==> src/rtl/bit_serializer.sv <==
// Parallel-to-serial stage: accepts a BITS-wide word over valid/ready and
// emits it one bit per clock with per-word direction, first/last flags and an optional idle gap.
module bit_serializer #(
  parameter int BITS       = 8,
  parameter int GAP_CYCLES = 0
) (
  input  logic            i_clk,
  input  logic            i_rst_n,
  input  logic            i_valid,
  output logic            o_ready,
  input  logic [BITS-1:0] i_data,
  input  logic            i_right_nleft,
  output logic            o_bit,
  output logic            o_bit_valid,
  output logic            o_right_nleft,
  output logic            o_first,
  output logic            o_last,
  output logic            o_busy
);

  localparam int CW = $clog2(BITS);
  localparam logic [CW-1:0] LAST = CW'(BITS - 1);

  typedef enum logic [1:0] {IDLE, SHIFT, GAP} state_t;

  state_t          state_q, state_d;
  logic [CW-1:0]   cnt_q, cnt_d, idx_d;
  logic [BITS-1:0] word_q, word_d;
  logic            dir_q, dir_d;
  logic            bit_q, bit_d;
  logic            valid_q, valid_d;
  logic            first_q, first_d;
  logic            last_q, last_d;
  logic            busy_q, busy_d;
  logic            last_bit, take, gap_done;

  assign last_bit = (state_q == SHIFT) && (cnt_q == LAST);
  assign o_ready  = (state_q == IDLE) || (last_bit && (GAP_CYCLES == 0));
  assign take     = i_valid && o_ready;

  always_comb begin
    state_d = state_q;
    cnt_d   = cnt_q;
    word_d  = word_q;
    dir_d   = dir_q;
    case (state_q)
      IDLE: begin
        if (take) begin
          state_d = SHIFT;
          cnt_d   = '0;
          word_d  = i_data;
          dir_d   = i_right_nleft;
        end
      end
      SHIFT: begin
        if (cnt_q == LAST) begin
          if (GAP_CYCLES > 0) begin
            state_d = GAP;
          end else if (take) begin
            // Reload on the last bit so consecutive words leave no bubble.
            cnt_d  = '0;
            word_d = i_data;
            dir_d  = i_right_nleft;
          end else begin
            state_d = IDLE;
          end
        end else begin
          cnt_d = cnt_q + CW'(1);
        end
      end
      GAP: begin
        if (gap_done) state_d = IDLE;
      end
      default: state_d = IDLE;
    endcase

    // Outputs are computed from the next state so they can be registered.
    idx_d   = dir_d ? cnt_d : (LAST - cnt_d);
    valid_d = (state_d == SHIFT);
    bit_d   = valid_d && word_d[idx_d];
    first_d = valid_d && (cnt_d == '0);
    last_d  = valid_d && (cnt_d == LAST);
    busy_d  = (state_d != IDLE);
  end

  always_ff @(posedge i_clk or negedge i_rst_n) begin
    if (!i_rst_n) begin
      state_q <= IDLE;
      cnt_q   <= '0;
      word_q  <= '0;
      dir_q   <= 1'b0;
      bit_q   <= 1'b0;
      valid_q <= 1'b0;
      first_q <= 1'b0;
      last_q  <= 1'b0;
      busy_q  <= 1'b0;
    end else begin
      state_q <= state_d;
      cnt_q   <= cnt_d;
      word_q  <= word_d;
      dir_q   <= dir_d;
      bit_q   <= bit_d;
      valid_q <= valid_d;
      first_q <= first_d;
      last_q  <= last_d;
      busy_q  <= busy_d;
    end
  end

  if (GAP_CYCLES > 0) begin : g_gap
    localparam int GW = $clog2(GAP_CYCLES + 1);
    logic [GW-1:0] gap_q, gap_d;

    // Counts cycles already spent in GAP; starts at zero on entry.
    always_comb gap_d = (state_q == GAP) ? gap_q + GW'(1) : '0;

    always_ff @(posedge i_clk or negedge i_rst_n) begin
      if (!i_rst_n) gap_q <= '0;
      else          gap_q <= gap_d;
    end

    assign gap_done = (gap_q == GW'(GAP_CYCLES - 1));
  end else begin : g_no_gap
    assign gap_done = 1'b1;
  end

  assign o_bit         = bit_q;
  assign o_bit_valid   = valid_q;
  assign o_right_nleft = dir_q;
  assign o_first       = first_q;
  assign o_last        = last_q;
  assign o_busy        = busy_q;

endmodule
==> config.mk <==
export PLATFORM = sky130hd
export DESIGN_NAME = bit_serializer
export DESIGN_NICKNAME = d
export VERILOG_FILES = /design/src/rtl/bit_serializer.sv
export SDC_FILE = /design/constraint.sdc
export NUM_CORES = 1
export LEC_CHECK = 0
export ABC_CLOCK_PERIOD_IN_PS = 5600
export CORE_ASPECT_RATIO = 1.25
export CORE_MARGIN = 2
export CORE_UTILIZATION = 45
export DETAILED_ROUTE_END_ITERATION = 7
export HOLD_SLACK_MARGIN = 0.1
export PLACE_DENSITY = 0.71
export SETUP_SLACK_MARGIN = 0.5
export SYNTH_ARGS = -nofsm -noshare
export SYNTH_HDL_FRONTEND = slang
export SYNTH_SLANG_ARGS = --single-unit
==> constraint.sdc <==
create_clock -name i_clk -period 5.6 [get_ports i_clk]
set_clock_uncertainty 0.05 [all_clocks]
set_input_delay 1.68 -clock i_clk [delete_from_list [all_inputs] [get_ports i_clk]]
set_output_delay 1.68 -clock i_clk [all_outputs]
set_load 0.01 [all_outputs]
==> report_table.html <==
<table>
<tr><th>Metric</th><th>Value</th></tr>
<tr><th colspan="2">Floorplanning</th></tr>
<tr><td>Floorplan die area</td><td>0.00263 mm²</td></tr>
<tr><td>Number of top-level pins</td><td>19</td></tr>
<tr><td>Initial Utilization</td><td>0.464</td></tr>
<tr><td>Height of the die</td><td>56.8 µm</td></tr>
<tr><td>Chip Width</td><td>46.3 µm</td></tr>
<tr><td>Core outline area</td><td>0.00216 mm²</td></tr>
<tr><td>Rows</td><td>19</td></tr>
<tr><th colspan="2">Layout</th></tr>
<tr><td>Layout overhead on the synthesized area</td><td>22.0%</td></tr>
<tr><td>Share of layout cells above drive strength 1</td><td>0.184</td></tr>
<tr><td>Non-filler instance count after layout</td><td>134</td></tr>
<tr><td>Final antenna diode count</td><td>0</td></tr>
<tr><td>Total non-filler cell area in the finished layout</td><td>0.00123 mm²</td></tr>
<tr><td>Nets@finish</td><td>118</td></tr>
<tr><th colspan="2">Timing</th></tr>
<tr><td>Max-slew violations</td><td>0</td></tr>
<tr><td>Total negative slack for setup checks</td><td>0 ns</td></tr>
<tr><td>Final period util</td><td>0.685</td></tr>
<tr><td>Final hold vios</td><td>0</td></tr>
<tr><td>Achievable Freq</td><td>261 MHz</td></tr>
<tr><td>Max-slew headroom</td><td>0.441</td></tr>
<tr><td>Transition time of the tightest slew-check pin</td><td>0.836 ns</td></tr>
<tr><td>Final critical delay including setup and external delays</td><td>3.84 ns</td></tr>
<tr><td>Unrepaired setup endpoints after global routing</td><td>false</td></tr>
<tr><td>Setup Viol. Count Final</td><td>0</td></tr>
<tr><th colspan="2">Worst setup path</th></tr>
<tr><td>CP max stage delay</td><td>0.60 ns</td></tr>
<tr><td>R2R Path End</td><td>o_bit$_DFF_PN0_</td></tr>
<tr><td>Largest fanout on the critical path</td><td>15</td></tr>
<tr><td>Arrival time of the worst setup path</td><td>3.97 ns</td></tr>
<tr><td>Slowest CP cell</td><td>nor3b_4</td></tr>
<tr><td>Crit path max-delay family</td><td>simple AND/OR/NAND/NOR gates</td></tr>
<tr><td>Number of cells on the worst reg-to-reg path</td><td>9</td></tr>
<tr><td>Setup slack, reg-to-reg</td><td>2.87 ns</td></tr>
<tr><td>Critical path required time</td><td>5.73 ns</td></tr>
<tr><td>Element type at the critical path end</td><td>flip-flop</td></tr>
<tr><td>Startpoint kind of the worst setup timing path</td><td>input port</td></tr>
<tr><td>Cells along the critical path</td><td>clkdlybuf4s50_1 -&gt; nor3b_4 -&gt; mux2_2 -&gt; mux2i_1 -&gt; o211ai_1 -&gt; a2111oi_2 -&gt; a211oi_2</td></tr>
<tr><td>Beginning of the worst register-to-register path</td><td>cnt_q[0]$_DFF_PN0_</td></tr>
<tr><td>Crit path buffers/inverters</td><td>1</td></tr>
<tr><td>Crit Path Class</td><td>input port to flip-flop</td></tr>
<tr><th colspan="2">Synth</th></tr>
<tr><td>Total of flip-flops plus latches after synthesis</td><td>19</td></tr>
<tr><td>Leading register cell type out of synthesis</td><td>dfrtp_1</td></tr>
<tr><td>Warnings from Yosys</td><td>0</td></tr>
<tr><td>Number of synthesized flops with an enable pin</td><td>0</td></tr>
<tr><td>Synth Area per Inst</td><td>12.0 µm²</td></tr>
<tr><td>Syn Inst Count</td><td>84</td></tr>
<tr><td>Number of library cell types mapped by synthesis</td><td>35</td></tr>
<tr><td>Share of flip-flops with an asynchronous set or reset</td><td>1.00</td></tr>
<tr><td>Number of nets produced by synthesis</td><td>98</td></tr>
<tr><td>Post-Syn Area</td><td>0.00100 mm²</td></tr>
<tr><td>Seq/Total Area, Yosys</td><td>0.473</td></tr>
<tr><th colspan="2">CTS</th></tr>
<tr><td>Clock tree from TritonCTS</td><td>done</td></tr>
<tr><td>Clock Path Buffers</td><td>2</td></tr>
<tr><td>Post-CTS resize count</td><td>0</td></tr>
<tr><td>Post-CTS Hold Buffers</td><td>0</td></tr>
<tr><td>Clock-pin slew on the worst setup and hold paths</td><td>0.10 ns</td></tr>
<tr><td>Worst-Skew Late Latency</td><td>0.29 ns</td></tr>
<tr><td>Number of buffers inserted during clock tree synthesis</td><td>3</td></tr>
<tr><td>Number of buffers inserted by post-CTS setup repair</td><td>0</td></tr>
<tr><td>Total number of H-tree levels</td><td>1</td></tr>
<tr><td>Root buffer cell</td><td>clkbuf_4</td></tr>
<tr><td>Clk sinks</td><td>19</td></tr>
<tr><th colspan="2">Routing</th></tr>
<tr><td>Final ANT Viol Nets</td><td>0</td></tr>
<tr><td># DRC</td><td>0</td></tr>
<tr><td>Total wire length</td><td>1.76 mm</td></tr>
<tr><td>Drt via density</td><td>5.39</td></tr>
<tr><td>Wire per inst</td><td>13.1 µm</td></tr>
<tr><td>Vias</td><td>722</td></tr>
<tr><td>Iteration-0 DRC count of the detailed router</td><td>15</td></tr>
<tr><td>1st-pass router iterations</td><td>4</td></tr>
<tr><th colspan="2">Power</th></tr>
<tr><td>Share of power burned in registers</td><td>0.495</td></tr>
<tr><td>Switching portion of total power</td><td>0.304</td></tr>
<tr><td>Combinational Power Share</td><td>0.308</td></tr>
<tr><td>Leakage component of the power</td><td>0.544 nW</td></tr>
<tr><td>Clock share of power</td><td>0.197</td></tr>
<tr><td>Switching power</td><td>0.106 mW</td></tr>
<tr><td>Power per cell area</td><td>283 mW/mm²</td></tr>
<tr><td>Internal cell power</td><td>0.241 mW</td></tr>
<tr><td>Total design power</td><td>0.347 mW</td></tr>
<tr><td>Peak ir drop on the vdd network</td><td>0.145 mV</td></tr>
<tr><th colspan="2">Place</th></tr>
<tr><td>Global placement routability congestion</td><td>0.793</td></tr>
<tr><td>Half-perimeter wire length after placement</td><td>1.36 mm</td></tr>
<tr><td>Standard cell area after detailed placement</td><td>0.00120 mm²</td></tr>
<tr><td>IO Port Bufs</td><td>18</td></tr>
<tr><td>Placed Cells</td><td>130</td></tr>
<tr><th colspan="2">Min path</th></tr>
<tr><td>Hold depth</td><td>1</td></tr>
<tr><td>End point of the most critical hold path</td><td>word_q[4]$_DFF_PN0_</td></tr>
<tr><td>Path type of the worst min-delay path</td><td>flip-flop to flip-flop</td></tr>
<tr><td>Worst Min Path Start</td><td>word_q[4]$_DFF_PN0_</td></tr>
<tr><th colspan="2">GRT</th></tr>
<tr><td>Global-route wire length before repair</td><td>3.15 mm</td></tr>
<tr><td>Initial antenna violation count</td><td>0</td></tr>
<tr><td>Total track usage</td><td>0.165</td></tr>
<tr><td>Maximum number of pins on one net before global-route repair</td><td>20</td></tr>
<tr><td>Vias in the first global route</td><td>736</td></tr>
<tr><td>Total gr overflow</td><td>0</td></tr>
<tr><th colspan="2">Status</th></tr>
<tr><td>Status</td><td>complete, no violations</td></tr>
<tr><th colspan="2">Job</th></tr>
<tr><td>Total of max-cap violations</td><td>0</td></tr>
</table>
synthesized netlist by cell type (all sizes together) (2+ instances only):
| cell | count | area share |
|---|---|---|
| a2111oi | 2 | 0.024 |
| a211o | 2 | 0.017 |
| a211oi | 3 | 0.027 |
| a21oi | 3 | 0.019 |
| buf | 3 | 0.024 |
| dfrtp | 19 | 0.47 |
| ha | 2 | 0.025 |
| inv | 6 | 0.022 |
| mux2 | 10 | 0.11 |
| mux2i | 6 | 0.060 |
| nand2 | 5 | 0.019 |
| nand4 | 2 | 0.012 |
| nor2 | 3 | 0.011 |
| nor2b | 4 | 0.032 |
| nor3 | 2 | 0.010 |
per-layer routing:
layer,GRT usage,share of wire,vias up
met5,0,0,-
met4,0.0735,0.019,0
met3,0.0193,0.034,5
met2,0.290,0.56,18
met1,0.189,0.39,353
li1,-,-,346
how the worst max path moves through the flow:
stage | from | cells past startpoint | end | slack [ns]
floorplan | i_valid | 6 | o_bit$_DFF_PN0_ | 2.44
global placement | i_valid | 7 | o_bit$_DFF_PN0_ | 1.47
detailed placement | i_valid | 7 | o_bit$_DFF_PN0_ | 1.44
global route | i_valid | 7 | o_bit$_DFF_PN0_ | 1.64
finish | i_valid | 7 | o_bit$_DFF_PN0_ | 1.76
CTS | i_valid | 7 | o_bit$_DFF_PN0_ | 1.72
registers in the layout (all words and copies together) (netlist names):
| signal | cells |
|---|---|
| o_busy | 1 |
| o_bit | 1 |
| cnt_q | 3 |
| o_bit_valid | 1 |
| o_last | 1 |
| o_right_nleft | 1 |
| o_first | 1 |
| word_q | 8 |
| state_q | 2 |
power by group through the flow:
stage                     clock (mW)  sequential (mW)  combinational (mW)
after global placement             0            0.174               0.105
after global routing          0.0815            0.175               0.118
after CTS                     0.0724            0.172               0.109
after detailed placement           0            0.175               0.108
after floorplan                    0            0.170              0.0772
final                         0.0684            0.172               0.107
cell families (layout without fill, tap and decap cells):
| logic type | after synthesis | after routing | share of synthesized area |
|---|---|---|---|
| and+or+nand+nor | 21 | 21 | 0.133 |
| DFF | 19 | 19 | 0.473 |
| muxes | 16 | 16 | 0.172 |
| AOI/OAI and AO/OA | 15 | 15 | 0.138 |
| buffers and inverters | 9 | 28 | 0.0461 |
| adders and majority gates | 2 | 2 | 0.0249 |
| other | 1 | 1 | 0.00373 |
| xor gates and xnor gates | 1 | 1 | 0.00872 |
layout make-up:
type	instances	area, µm²
Fill cell	195	937
Multi-Input combinational cell	56	483
Sequential cell	19	475
Timing Repair Buffer	18	180
Tap cell	31	38.8
Clock buffer	4	26.3
Inverter	6	22.5
per-stage QoR:
stage	worst slack, ns	hold slack (ns)	utilization
floorplan	2.44	0.431	-
global placement	1.47	0.456	0.555
detailed placement	1.44	0.455	0.555
CTS	1.72	0.488	0.567
global route	1.64	0.507	0.567
finish	1.76	0.482	0.567
layout by cell type, fill, tap and decap left out, types with 2 or more instances in the layout:
cell / netlist / routed
dfrtp_1: 19 / 19
clkdlybuf4s50_1: 0 / 18
mux2_2: 9 / 9
mux2i_1: 6 / 6
inv_1: 5 / 5
nand2_1: 5 / 5
nor2_1: 3 / 3
nor2b_1: 3 / 3
clkbuf_4: 0 / 3
nor3_1: 2 / 2
a211oi_1: 2 / 2
a211o_1: 2 / 2
a21oi_1: 2 / 2
nand4_1: 2 / 2
ha_1: 2 / 2
Power figures use the tool's default switching activity.
==> patch 1 (config.mk and constraints unchanged) <==
Encoding of `state_t`: now one-hot (3 bits for 3 states).
--- a/src/rtl/bit_serializer.sv
+++ b/src/rtl/bit_serializer.sv
@@ -23,3 +23,3 @@
 
-  typedef enum logic [1:0] {IDLE, SHIFT, GAP} state_t;
+  typedef enum logic [2:0] {IDLE = 3'b001, SHIFT = 3'b010, GAP = 3'b100} state_t;
 
Behaviour: no difference found for any inputs over 10 cycles, from zero or initial values and one cycle with i_rst_n low; not proved beyond that.
==> patch 1 against the original RTL <==
Wire length shrank 11%; synthesized area grew 5.7%; hold slack lost 0.015 ns; worst setup slack got worse by 0.33 ns; largest power group unchanged; count of clock-buffer cells in the layout stayed put; cell count is 8.2% lower; combinational power up 71%; fmax shrank 7.9%; register-to-register slack worse by 0.46 ns; sequential cell count increased by 1; total power increased by 32%; highest routed layer unchanged; cell area is 5.9% higher.
==> patch 1: results (changes against the original RTL) <==
* Status: complete, no violations
- Via count: 619 (-14%)
- The number of H-tree branching levels came to 1 (unchanged).
- In the post-synthesis netlist, the biggest area contributors are sky130_fd_sc_hd__dfrtp_1 45%, sky130_fd_sc_hd__mux2i_1 11%, sky130_fd_sc_hd__mux2_2 8.5%, sky130_fd_sc_hd__xnor2_2 4.6%, sky130_fd_sc_hd__a2111oi_4 2.6%.
* Detailed placement HPWL: 1.27 mm (-6.6%)
* Ant. Diodes: 0 (unchanged)
* Post-Place Setup Slack: 1.09 ns (-0.344 ns)
* Post-synthesis net count: 86 (-12%)
- The sequential-to-total area share from yosys stat came to 47.2% (-0.091 points).
- Number of different library cells in the post-synthesis netlist: 29 (-17%)
* FFs w/ async S/R, synth: 100% (unchanged)
- Average routed wire per standard cell: 12.7 um (-3.0%)
* Number of buffer cells added on primary ports: 18 (unchanged)
- The clock insertion delay at the later pin of the skew report came to 0.29 ns (about the same).
- The largest registers in the layout are word_q: 8 flops, cnt_q: 3 flops, state_q: 3 flops.
- The relative max-transition margin is 42.2% (-1.8 points).
* Synthesized netlist cell count: 72 (-14%)
- The via count of the first global-routing pass came to 651 (-12%).
* Leading cell types by count after synthesis: 19 x sky130_fd_sc_hd__dfrtp_1, 12 x sky130_fd_sc_hd__mux2i_1, 8 x sky130_fd_sc_hd__mux2_2, 3 x sky130_fd_sc_hd__xnor2_2
- Total setup buffers inserted after CTS: 0 (unchanged)
- Resize count post-CTS: 0 (unchanged)
- Total Routing Usage GR: 14.0% (-2.5 points)
* Net count of the finished layout: 107 (-9.3%)
* Worst VDD drop: 0.222 mV (+53%)
* Wire length of the first global-routing pass: 2.68 mm (-15%)
* Final weighted congestion of routability-driven global placement: 0.694 (-12%)
- The initial detailed-routing violation count was 3 (-12).
* Detailed-router iteration count before antenna repair: 2 (-2)
* Placed standard-cell area: 1260 um2 (+5.2%)
* Fraction of final layout cells sized beyond drive strength 1: 31.5% (+13 points)
- Worst path arrival time: 4.31 ns (+0.34 ns)
- Final cell count without fillers: 123 (-8.2%)
- The maximum fanout encountered on the critical timing path came to 4 (-11).
* Leakage power total: 0.549 nW (+0.92%)
- The pin count of the biggest net entering global routing was 21 (+5.0%).
- CTS tree: yes
==> patch 1: changes by cell type after synthesis, sizes merged, moves of 3 or more <==
| cell | delta |
|---|---|
| mux2i | +7 |
| nand2 | -5 |
| inv | -4 |
| xnor2 | +3 |
| a211oi | -3 |
| nor2b | -4 |
==> patch 1: critical path: stages <==
cell,delay (ns)
sky130_fd_sc_hd__clkdlybuf4s50_1,0.49
sky130_fd_sc_hd__and2b_1,0.23
sky130_fd_sc_hd__a2111oi_4,0.49
sky130_fd_sc_hd__a21oi_4,0.15
sky130_fd_sc_hd__xnor2_2,0.33
sky130_fd_sc_hd__mux2i_1,0.23
sky130_fd_sc_hd__mux2i_1,0.08
sky130_fd_sc_hd__mux4_2,0.45
sky130_fd_sc_hd__and2_1,0.16
==> patch 1: area by class of cell <==
cell class	instances	area, um2
fill	191	912
multi-input combinational	48	534
sequential	20	502
timing repair buffer	18	180
tap	31	38.8
clock buffer	4	36.3
inverter	2	7.51
==> patch 1: where the power goes <==
group	switching, W	internal (W)
Clock	0.0000405	0.0000396
Sequential	0.0000229	0.000173
Combinational	0.0000751	0.000108
==> patch 1: layer usage <==
metal | vias up | GRT usage, % | part of all wire [%]
li1 | 302 | - | -
met1 | 300 | 14.3 | 40
met2 | 15 | 24.9 | 54
met3 | 2 | 2.76 | 3.6
met4 | 0 | 8.33 | 1.7
met5 | - | 0 | 0
==> patch 1: logic make-up after synthesis <==
kind of cell | Yosys count | share of synthesized area, %
adder cells (fa/ha/maj) | 2 | 2.36
flip-flops | 20 | 47.2
buffers and inverters | 4 | 2.47
XOR/XNOR | 4 | 5.42
multiplexers | 22 | 24.0
AND/OR/NAND/NOR | 11 | 9.19
other | 1 | 0.353
AO/OA/AOI/OAI | 8 | 8.95
==> patch 1: path summary, 6_finish.rpt <==
check                                         start  cells after the start  slack (ns)              endpoint
min in group asynchronous                   i_rst_n                      1        1.82  state_q[2]$_DFF_PN0_
max in group asynchronous                   i_rst_n                      1        3.15    cnt_q[0]$_DFF_PN0_
worst min-delay path            word_q[0]$_DFF_PN0_                      1        0.47   word_q[0]$_DFF_PN0_
worst min register to register  word_q[0]$_DFF_PN0_                      1        0.47   word_q[0]$_DFF_PN0_
worst max-delay path                        i_valid                      9        1.43       o_bit$_DFF_PN0_
worst max register to register   cnt_q[0]$_DFF_PN0_                     10        2.41       o_bit$_DFF_PN0_
==> patch 2 (same flow settings) <==
Made on the original files. Change the parameter `BITS` from 8 to 16.
--- a/src/rtl/bit_serializer.sv
+++ b/src/rtl/bit_serializer.sv
@@ -3,3 +3,3 @@
 module bit_serializer #(
-  parameter int BITS       = 8,
+  parameter int BITS       = 16,
   parameter int GAP_CYCLES = 0
Ports: changed (resized i_data); port bits go from 19 to 27. No check against the original RTL was run, so the function may have changed too.
==> patch 2 against the original RTL <==
Synthesized area is 46% higher; core utilization rose by 0.87 points; total power up 68%; worst setup slack worse by 0.52 ns; sequential cell count rose by 9; synthesized cell count is 49% higher; cell area grew 49%; wire length increased by 70%; largest power group unchanged; highest routed layer unchanged.
==> patch 2: results (changes against the original RTL) <==
- The fraction of synthesized cell area in xor and xnor cells came to 4.09% (+3.2 points).
- The relative max-transition margin is 39.8% (-4.3 points).
- The routed wire length came to 2.99 mm (+70%).
- The quantity of I/O buffers inserted on ports came to 26 (+8).
* Worst VDD drop: 0.163 mV (+12%)
- The cell count after placement is 186 (+43%).
- The clock insertion delay at the later pin of the skew report was 0.27 ns (-0.02 ns).
* Hold Slack: 0.456 ns (-0.0256 ns)
- The maximum fanout encountered on the critical timing path was 21 (+6).
- The number of cell instances on the worst register-to-register path is 8 (-1).
- The adder-cell area share of the yosys netlist is 0.851% (-1.6 points).
- The average vias per placed instance was 5.44 (+0.91%).
* Setup slack of the worst register-to-register path: 2.50 ns (-0.37 ns)
* Met3 routing resource usage after global routing: 2.40% (+0.47 points)
* Global Route met1 Usage: 22.7% (+3.8 points)
* Registers with the most flip-flops: word_q: 16 flops, cnt_q: 4 flops, state_q: 2 flops
- The leakage component of the power came to 0.819 nW (+50%).
* Root buf cell: sky130_fd_sc_hd__clkbuf_8
- Post-Place Setup Slack: 0.995 ns (-0.442 ns)
- The fraction of met2 tracks used by global routing was 31.0% (+2.0 points).
- The path with the worst hold slack has its endpoint at word_q[3]$_DFF_PN0_.
* Final weighted congestion of routability-driven global placement: 0.897 (+13%)
- Hold_sp: word_q[3]$_DFF_PN0_
- Yosys attributes the largest share of cell area to sky130_fd_sc_hd__dfrtp_1 48%, sky130_fd_sc_hd__mux2_2 10%, sky130_fd_sc_hd__mux4_1 3.6%, sky130_fd_sc_hd__mux2i_1 2.7%, sky130_fd_sc_hd__and2_1 2.1%.
- Synthesized-area fraction occupied by ao, oa, aoi and oai cells: 11.0% (-2.8 points)
- Number of different library cells in the post-synthesis netlist: 40 (+14%)
* Status: complete, no violations
- Vias in the first global route: 1065 (+45%)
- Average routed wire per standard cell: 15.7 um (+20%)
- Worst path arrival time: 4.43 ns (+0.46 ns)
- The post-synthesis net count was 146 (+49%).
* Leading cell types by count after synthesis: 28 x sky130_fd_sc_hd__dfrtp_1, 13 x sky130_fd_sc_hd__mux2_2, 8 x sky130_fd_sc_hd__inv_1, 8 x sky130_fd_sc_hd__nand2_1, 6 x sky130_fd_sc_hd__o21ai_0
* Fraction of final layout cells sized beyond drive strength 1: 18.3% (-0.15 points)
patch 2: cell count changes in the layout (fill, tap and decap cells not counted), moves of 4 or more:
cell	delta
sky130_fd_sc_hd__o21ai_0	+6
sky130_fd_sc_hd__and3_1	+5
sky130_fd_sc_hd__mux2_2	+4
sky130_fd_sc_hd__clkbuf_8	+4
sky130_fd_sc_hd__and2_1	+5
sky130_fd_sc_hd__clkdlybuf4s50_1	+8
sky130_fd_sc_hd__dfrtp_1	+9
sky130_fd_sc_hd__or2_2	+4
patch 2: per-stage QoR:
step | total power, W | utilization, % | instance area (um2)
after floorplan | 0.000398 | - | 1470
after global placement | 0.000455 | 55.8 | 1770
after detailed placement | 0.000461 | 55.8 | 1770
after CTS | 0.000591 | 57.5 | 1820
after global routing | 0.000620 | 57.5 | 1820
final | 0.000584 | 57.5 | 1820
patch 2: power breakdown:
part	switching [W]	internal, W	total (W)
sequential	0.0000234	0.000237	0.000260
clock	0.0000625	0.0000629	0.000125
combinational	0.0000927	0.000105	0.000198
total	0.000179	0.000405	0.000584
patch 2: worst max-delay path, cell delays in order:
cell                              delay (ns)
sky130_fd_sc_hd__clkdlybuf4s50_1        0.47
sky130_fd_sc_hd__nor2b_2                0.21
sky130_fd_sc_hd__a21bo_4                0.37
sky130_fd_sc_hd__mux2i_4                0.42
sky130_fd_sc_hd__xor2_2                 0.27
sky130_fd_sc_hd__mux4_1                 0.57
sky130_fd_sc_hd__a211oi_1               0.34
sky130_fd_sc_hd__nor4_2                 0.10
patch 2: area by class of cell:
cell class                 count  area (um2)
clock buffer                   4        55.1
timing repair buffer          27         268
inverter                       8        30.0
multi-input combinational     86         722
sequential                    28         701
tap                           37        46.3
fill                         295        1340
patch 2: cell families (layout without fill, tap and decap cells):
group,Yosys count,in the layout
AO/OA/AOI/OAI,21,21
XOR/XNOR,6,6
adder cells (fa/ha/maj),1,1
buffers and inverters,11,39
flip-flops,28,28
multiplexers,20,20
other,1,1
AND/OR/NAND/NOR,37,37
patch 2: worst max path at each step:
| stage | from | to | slack, ns | depth (start not counted) |
|---|---|---|---|---|
| after floorplan | i_valid | o_bit$_DFF_PN0_ | 1.87 | 7 |
| after CTS | i_valid | o_bit$_DFF_PN0_ | 1.22 | 8 |
| after detailed placement | i_valid | o_bit$_DFF_PN0_ | 0.99 | 8 |
| after global placement | i_valid | o_bit$_DFF_PN0_ | 1.09 | 8 |
| after global routing | i_valid | o_bit$_DFF_PN0_ | 1.13 | 8 |
| final | i_valid | o_bit$_DFF_PN0_ | 1.24 | 8 |
patch 2: routing by layer:
metal / routed length (um) / vias to the layer above
met5: 0 / -
li1: - / 511
met3: 144 / 2
met4: 18 / 0
met1: 1280 / 488
met2: 1550 / 32
